--- config.mk ---
export PLATFORM = sky130hd
export DESIGN_NAME = mask_stream_serializer
export DESIGN_NICKNAME = d
export VERILOG_FILES = /design/src/rtl/mask_ser_pkg.sv /design/src/rtl/mask_stream_serializer_lane_tap.sv /design/src/rtl/mask_stream_serializer.sv
export SDC_FILE = /design/constraint.sdc
export NUM_CORES = 2
export LEC_CHECK = 0
export CORE_AREA = 2 2 438 440
export DETAILED_ROUTE_END_ITERATION = 12
export DIE_AREA = 0 0 440 442
export SETUP_SLACK_MARGIN = 0.5
export SYNTH_ARGS = -nofsm -noshare
export SYNTH_HDL_FRONTEND = slang
export SYNTH_SLANG_ARGS = --single-unit
export TNS_END_PERCENT = 1
--- constraint.sdc ---
create_clock -name clk -period 1.7 [get_ports clk]
set_input_delay 0.34 -clock clk [delete_from_list [all_inputs] [get_ports clk]]
set_output_delay 0.34 -clock clk [all_outputs]
set_load 0.01 [all_outputs]
--- src/rtl/mask_ser_pkg.sv ---
// Shared types and helpers for the mask stream serializer: row-width modes,
// FSM states, per-mode step size and beat-counter width.
package mask_ser_pkg;

    typedef enum logic [1:0] {
        MODE_320     = 2'd0,
        MODE_640     = 2'd1,
        MODE_1080    = 2'd2,
        MODE_ILLEGAL = 2'd3
    } mode_e;

    typedef enum logic {
        IDLE  = 1'b0,
        SHIFT = 1'b1
    } state_e;

    // Sized for the widest default row (1080 / 20 = 54 beats).
    localparam int MAX_STEP = 1080 / 20;
    localparam int CNT_W    = $clog2(MAX_STEP + 1);

    function automatic int step_of(input logic [1:0] mode, input int w0, input int w1,
                                   input int w2, input int op_w);
        case (mode)
            MODE_640:  return w1 / op_w;
            MODE_1080: return w2 / op_w;
            default:   return w0 / op_w;
        endcase
    endfunction

endpackage

--- src/rtl/mask_stream_serializer_lane_tap.sv ---
// Strided lane tap: lane i of the beat reads the shift register at i*S, where
// S is the step of the row's latched mode.
module mask_lane_tap
    import mask_ser_pkg::*;
#(
    parameter int IP_W = 1080,
    parameter int OP_W = 20,
    parameter int W0   = 320,
    parameter int W1   = 640,
    parameter int W2   = 1080
) (
    input  logic [IP_W-1:0] sh_i,
    input  logic [1:0]      mode_i,
    output logic [OP_W-1:0] data_o
);

    localparam int S0 = W0 / OP_W;
    localparam int S1 = W1 / OP_W;
    localparam int S2 = W2 / OP_W;

    logic [OP_W-1:0] tap0;
    logic [OP_W-1:0] tap1;
    logic [OP_W-1:0] tap2;
    // Most shift-register bits only pass through on their way to a tap.
    logic            unused_sh;

    for (genvar i = 0; i < OP_W; i++) begin : g_lane
        assign tap0[i] = sh_i[i*S0];
        assign tap1[i] = sh_i[i*S1];
        assign tap2[i] = sh_i[i*S2];
    end

    always_comb begin
        case (mode_i)
            MODE_640:  data_o = tap1;
            MODE_1080: data_o = tap2;
            default:   data_o = tap0;
        endcase
    end

    assign unused_sh = ^sh_i;

endmodule

--- src/rtl/mask_stream_serializer.sv ---
// Serializes one wide mask row into strided OP_W-bit beats with first/last
// framing. Define MASK_SER_PINGPONG_EN to add a shadow row buffer (no bubble).
module mask_stream_serializer
    import mask_ser_pkg::*;
#(
    parameter int IP_W = 1080,
    parameter int OP_W = 20,
    parameter int W0   = 320,
    parameter int W1   = 640,
    parameter int W2   = 1080
) (
    input  logic            clk,
    input  logic            rst_n,
    input  logic            in_valid,
    output logic            in_ready,
    input  logic [IP_W-1:0] in_data,
    input  logic [1:0]      in_mode,
    output logic            out_valid,
    input  logic            out_ready,
    output logic [OP_W-1:0] out_data,
    output logic            out_first,
    output logic            out_last,
    output logic            busy,
    output logic            err
);

    state_e           state_q, state_d;
    logic [IP_W-1:0]  sh_q, sh_d;
    logic [1:0]       mode_q, mode_d;
    logic [CNT_W-1:0] cnt_q, cnt_d;
    logic [CNT_W-1:0] last_cnt;
    logic             err_q, err_d;
    logic [OP_W-1:0]  tap_data;
    logic             in_fire, in_legal, out_fire, last_fire;

`ifdef MASK_SER_PINGPONG_EN
    logic             shadow_full_q, shadow_full_d;
    logic [IP_W-1:0]  shadow_q, shadow_d;
    logic [1:0]       shadow_mode_q, shadow_mode_d;

    assign in_ready = !shadow_full_q;
    assign busy     = (state_q == SHIFT) || shadow_full_q;
`else
    assign in_ready = (state_q == IDLE);
    assign busy     = (state_q == SHIFT);
`endif

    assign in_fire   = in_valid && in_ready;
    assign in_legal  = (in_mode != MODE_ILLEGAL);
    assign out_valid = (state_q == SHIFT);
    assign out_fire  = out_valid && out_ready;
    assign last_cnt  = CNT_W'(step_of(mode_q, W0, W1, W2, OP_W) - 1);
    assign last_fire = out_fire && (cnt_q == last_cnt);

    assign out_data  = out_valid ? tap_data : '0;
    assign out_first = out_valid && (cnt_q == '0);
    assign out_last  = out_valid && (cnt_q == last_cnt);
    assign err       = err_q;

    mask_lane_tap #(
        .IP_W (IP_W),
        .OP_W (OP_W),
        .W0   (W0),
        .W1   (W1),
        .W2   (W2)
    ) u_lane_tap (
        .sh_i   (sh_q),
        .mode_i (mode_q),
        .data_o (tap_data)
    );

    always_comb begin
        state_d = state_q;
        sh_d    = sh_q;
        mode_d  = mode_q;
        cnt_d   = cnt_q;
        err_d   = in_fire && !in_legal;
`ifdef MASK_SER_PINGPONG_EN
        shadow_full_d = shadow_full_q;
        shadow_d      = shadow_q;
        shadow_mode_d = shadow_mode_q;
`endif
        case (state_q)
            IDLE: begin
                if (in_fire && in_legal) begin
                    sh_d    = in_data;
                    mode_d  = in_mode;
                    cnt_d   = '0;
                    state_d = SHIFT;
                end
            end
            SHIFT: begin
                if (out_fire) begin
                    sh_d  = sh_q >> 1;
                    cnt_d = cnt_q + 1'b1;
                end
`ifdef MASK_SER_PINGPONG_EN
                if (last_fire && shadow_full_q) begin
                    sh_d          = shadow_q;
                    mode_d        = shadow_mode_q;
                    cnt_d         = '0;
                    shadow_full_d = 1'b0;
                end else if (last_fire && in_fire && in_legal) begin
                    // Empty shadow and a row arriving on the last beat: go straight to active.
                    sh_d   = in_data;
                    mode_d = in_mode;
                    cnt_d  = '0;
                end else if (last_fire) begin
                    state_d = IDLE;
                end
                if (in_fire && in_legal && !(last_fire && !shadow_full_q)) begin
                    shadow_d      = in_data;
                    shadow_mode_d = in_mode;
                    shadow_full_d = 1'b1;
                end
`else
                if (last_fire) begin
                    state_d = IDLE;
                end
`endif
            end
            default: state_d = IDLE;
        endcase
    end

    always_ff @(posedge clk) begin
        if (!rst_n) begin
            state_q <= IDLE;
            sh_q    <= '0;
            mode_q  <= MODE_320;
            cnt_q   <= '0;
            err_q   <= 1'b0;
`ifdef MASK_SER_PINGPONG_EN
            shadow_full_q <= 1'b0;
            shadow_q      <= '0;
            shadow_mode_q <= MODE_320;
`endif
        end else begin
            state_q <= state_d;
            sh_q    <= sh_d;
            mode_q  <= mode_d;
            cnt_q   <= cnt_d;
            err_q   <= err_d;
`ifdef MASK_SER_PINGPONG_EN
            shadow_full_q <= shadow_full_d;
            shadow_q      <= shadow_d;
            shadow_mode_q <= shadow_mode_d;
`endif
        end
    end

endmodule

After elaboration in Yosys (flattened, before gate mapping)
Cells that the tools add are included.
- add/subtract/negate cells: 2
- equal/unequal tests: 6
- mux-type cells: 12
- bitwise operators: 1
- reductions and logical operators: 11
- operator list (kind ; number):
    1080-bit 2-to-1 mux ; 2
    1080-bit one-hot mux with 2 select lines ; 1
    20-bit one-hot mux with 2 select lines ; 1
    6-bit one-hot mux with 2 select lines ; 2
    20-bit 2-to-1 mux ; 1
    6-bit 2-to-1 mux ; 2
    1-bit logical AND ; 7
    6-bit by 1-bit adder with 6-bit output (second input constant) ; 1
    6-bit == test ; 1
    6-bit zero test ; 1
    6-bit by 1-bit subtractor with 6-bit output (second input constant) ; 1
    2-bit by 1-bit inequality test with 1-bit output (second input constant) ; 2
    2-bit AND reduction ; 2
    2-bit by 1-bit == test with 1-bit output (second input constant) ; 1
    2-bit == test (second input constant) ; 1
    1-bit 2-to-1 mux ; 2
    2-bit inequality test (second input constant) ; 1
    1-bit one-hot mux with 2 select lines ; 1
    1-bit zero test ; 1
    1-bit inverter ; 1
- flip-flop bits (word level): 1090
- bits of input ports: 1086
- output and inout port bits: 26

Longest topological paths before layout
- depth after elaboration: 7
- gate-level depth with buffers: 9
- depth with buffers taken out: 6

Cells and area by module
Synthesis repeated with hierarchy kept, for this count alone.
- cell total of the unflattened synthesis: 4962
- area total of the unflattened synthesis: 50662.3 sq um
- by module, submodules not included (module ; instances ; cells each ; area an instance (sq um) ; sequential area each (sq um)):
    mask_stream_serializer ; 1 ; 4892 ; 50224.4 ; 21820.9
    mask_lane_tap ; 1 ; 70 ; 437.9 ; 0.0

Worst setup path before layout
Ideal clock, no wire load.
- path type: reg2out
- start: register mode_q[0]
- end: output out_data[19]
- arrival: 1529 ps
- required time: 1360 ps
- slack: -169 ps
- cell stages (with the launch flop): 7
- buffers on the path: 2
- cells stage by stage: dfxtp_1 -> inv_1 -> ha_1 -> buf_1 -> clkbuf_1 -> a21oi_1 -> nor2_1
- longest elaborated chain between the ends: 3
- elaborated cells on any way between the ends: 4
- classes of those cells: 2 x eq/ne; 2 x mux
- ends and longest elaborated chain (item ; RTL line ; source):
    start: declaration ; mask_stream_serializer.sv:29 ; logic [1:0] mode_q, mode_d;
    start signal: assignment ; mask_stream_serializer.sv:141 ; mode_q <= mode_d;
    2-bit == test / 2-bit by 1-bit == test with 1-bit output (equally long branches) ; mask_stream_serializer_lane_tap.sv:34 ; case (mode_i)
    20-bit one-hot mux with 2 select lines (*) ; mask_stream_serializer_lane_tap.sv:34 ;
    20-bit 2-to-1 mux (*) ; mask_stream_serializer.sv:55 ; assign out_data = out_valid ? tap_data : '0;
    end: declaration ; mask_stream_serializer.sv:20 ; output logic [OP_W-1:0] out_data,
Every way passes the cells marked *; elsewhere a longest branch is shown, timed or not.

Final worst setup path
- start: register mode_q[1]
- end: output out_data[14]
The elaborated chain is that of the path after synthesis.

==> results.tsv <==
metric	value	unit
status	finished, violations left	
violations	setup timing	
yosys.area.top_type	dfxtp_1	
yosys_warnings	0	
syn_nets	6047	
clock.fmax	0.385	GHz
synth_cells	4956	
slew_headroom	0.560	
grt_pass1_vias	41600	
clk_transition_reported_paths	0.06	ns
setup_viol	561	
num_vias	41900	
required	1.36	ns
coreArea	0.190	mm^2
synth.distinct_cells	34	
globalplace.congestion	0.873	
fin_crit_sh	1.53	
grt_max_degree	122	
gr-usage-all-layers	0.176	
grt_util_met1	0.208	
grt_pass1_wl	262000	um
drv_slew	0	
ios	1112	
fp.dieH	442	um
clock_latency	0.77	ns
vias_per_cell	4.78	
die_area	0.194	mm^2
ys_ff_latch	1090	
stdcell_count	8766	
postLayoutCoreUtil	0.381	
fill_cells	18700	
syn_area	0.0509	mm^2
p_per_area	1020	mW/mm^2
cts_tree	yes	
dp_hpwl	136000	um
numPortBuffers	1111	
cts_sinks	1090	
avgSynthCellArea	10.3	um^2
synth_edf_count	0	
hold_violations	0	
grt_antenna_before_repair	69	
async_flop_share	0	
yosys-top-cells-count	1090 x dfxtp_1, 1086 x nand2_1, 1080 x mux2i_1	
row_count	160	
period_minus_slack	2.60	ns
p_total	73.7	mW
cp-start-kind	flop	
grtUsageMet3	0.0450	
hp-class	in -> reg	
die_w	440	um
drive_gt1_frac	0.117	
final_nets	7211	
cap_violations	0	
skew	0.0365	ns
p_leak	37.1	nW
cts_buffers	133	
area_growth	41.8	%
path_max_fanout	6	
placed_cells	8483	
drtAntennaViolNets	0	
cts_root_buf	clkbuf_16	
firstDrtPassIters	5	
synth_area_leaders	dfxtp_1 43%, mux2i_1 21%, o211a_1 21%, nand2_1 8.0%, buf_2 2.2%	
overflow	0	
wire_per_inst	20.4	um
start_util	0.269	
critPathArrivalTime	2.26	ns
setup_slack	-0.896	ns
synthFlopType	dfxtp_1	
drt_wl_total	179000	um
yosysMostFrequentCell	dfxtp_1	
route.detailed.drc	0	
ys_seq_area_frac	0.428	
crit_type	reg -> out	
clk_path_buf_depth	3	
grt.met2_usage	0.305	
cp-end-kind	output port	
grt_most_used_layer	met2	
worstMarginPinSlew	0.659	ns
drtIter0Drc	2287	
grt_setup_unrepaired	true	
synth_top_area_frac	0.428	
max-vdd-ir-drop	0.712	mV
htree_num_levels	4	
-- through the flow --
stage	hold WS (ns)	cell area, um^2	worst slack, ns	TNS, ns
after floorplan	0.464	51200	0.139	0
after global placement	0.475	67100	-0.813	-569.04
after detailed placement	0.482	67100	-0.826	-583.31
after CTS	0.173	72000	-1.09	-58.48
after global routing	0.215	72200	-1.08	-122.17
final	0.249	72200	-0.896	-41.93
-- path summary, 6_finish.rpt --
path	slack, ns	from	cells after the start	to
worst max register to register	-0.12	busy	6	sh_q[688]
worst min register to register	0.50	sh_q[221]	1	sh_q[221]
worst min-delay path	0.25	in_data[1079]	3	sh_q[1079]
worst max-delay path	-0.90	mode_q[1]	8	out_data[14]
-- cells in the final DEF (no fill, tap or decap), types with 4 or more instances in the layout --
| master | count |
|---|---|
| a21oi_1 | 8 |
| a21oi_2 | 13 |
| a22oi_2 | 17 |
| buf_12 | 115 |
| buf_16 | 8 |
| buf_4 | 257 |
| buf_6 | 44 |
| buf_8 | 5 |
| bufinv_16 | 6 |
| clkbuf_1 | 24 |
| clkbuf_16 | 135 |
| clkbuf_8 | 30 |
| clkdlybuf4s50_1 | 1087 |
| clkinv_2 | 15 |
| clkinv_8 | 4 |
| clkinvlp_4 | 5 |
| dfxtp_1 | 1085 |
| dfxtp_4 | 4 |
| diode_2 | 40 |
| inv_6 | 6 |
| mux2i_1 | 1067 |
| mux2i_2 | 10 |
| nand2_1 | 1086 |
| nor2_1 | 14 |
| nor2_2 | 23 |
| o211a_1 | 1079 |
| o21ai_0 | 6 |
| or3_1 | 4 |
-- flip-flops by register name (all words and copies together) (netlist names) --
name / flops
busy: 1
err: 1
sh_q: 1080
cnt_q: 6
mode_q: 2
-- critical path: stages, from the launching register on --
cell and delay (ns):
dfxtp_4 0.38, inv_4 0.04, ha_4 0.18, buf_12 0.14, a22oi_2 0.31, nor2_1 0.08
a21oi_1 0.16, nor2_2 0.05, buf_6 0.12
-- kinds of logic (layout without fill, tap and decap cells) --
| family | count (synthesis) | after routing | share of synthesized area |
|---|---|---|---|
| simple gates | 1146 | 1146 | 0.0855 |
| compound gates | 1135 | 1135 | 0.219 |
| flops | 1090 | 1090 | 0.428 |
| mux | 1080 | 1080 | 0.212 |
| buf+inv | 499 | 1758 | 0.0537 |
| fa+ha+maj | 5 | 5 | 0.00123 |
| xor+xnor | 1 | 1 | 0.000172 |
| other cells | 0 | 40 | 0 |
-- power breakdown --
group          leakage [nW]  internal [mW]  switching, mW
clock                  2.16           16.9           11.8
combinational          25.9           8.31           6.57
sequential             9.04           28.4           1.75
-- final cells by class --
cell class | count | area (um^2) | area share
clock buffers | 189 | 3880 | 0.0537
well taps | 2511 | 3140 | 0.0435
clock inverters | 41 | 531 | 0.00734
multi-input cells | 3367 | 26800 | 0.371
diodes | 40 | 100 | 0.00139
inverters | 6 | 27.5 | 0.000381
flip-flops and latches | 1090 | 21800 | 0.302
repair buffers | 1522 | 16000 | 0.221
-- timing repair --
item | CTS | global route
hold buffers | 1 | 0
setup endpoints to repair | 1114 | 1114
gates resized for setup | 170 | 49
endpoints found under the hold margin | 2 | 0
gates cloned | 3 | 0
pin swaps | 17 | 18
buffers inserted | 4 | 5
-- routing by layer --
layer | share of wire | wire length, um | vias to the layer above
li1 | - | - | 20500
met3 | 0.057 | 10100 | 276
met4 | 0.027 | 4740 | 52
met1 | 0.42 | 74600 | 20200
met5 | 0.0021 | 374 | -
met2 | 0.50 | 88800 | 943
(Power assumes the default switching activity.)
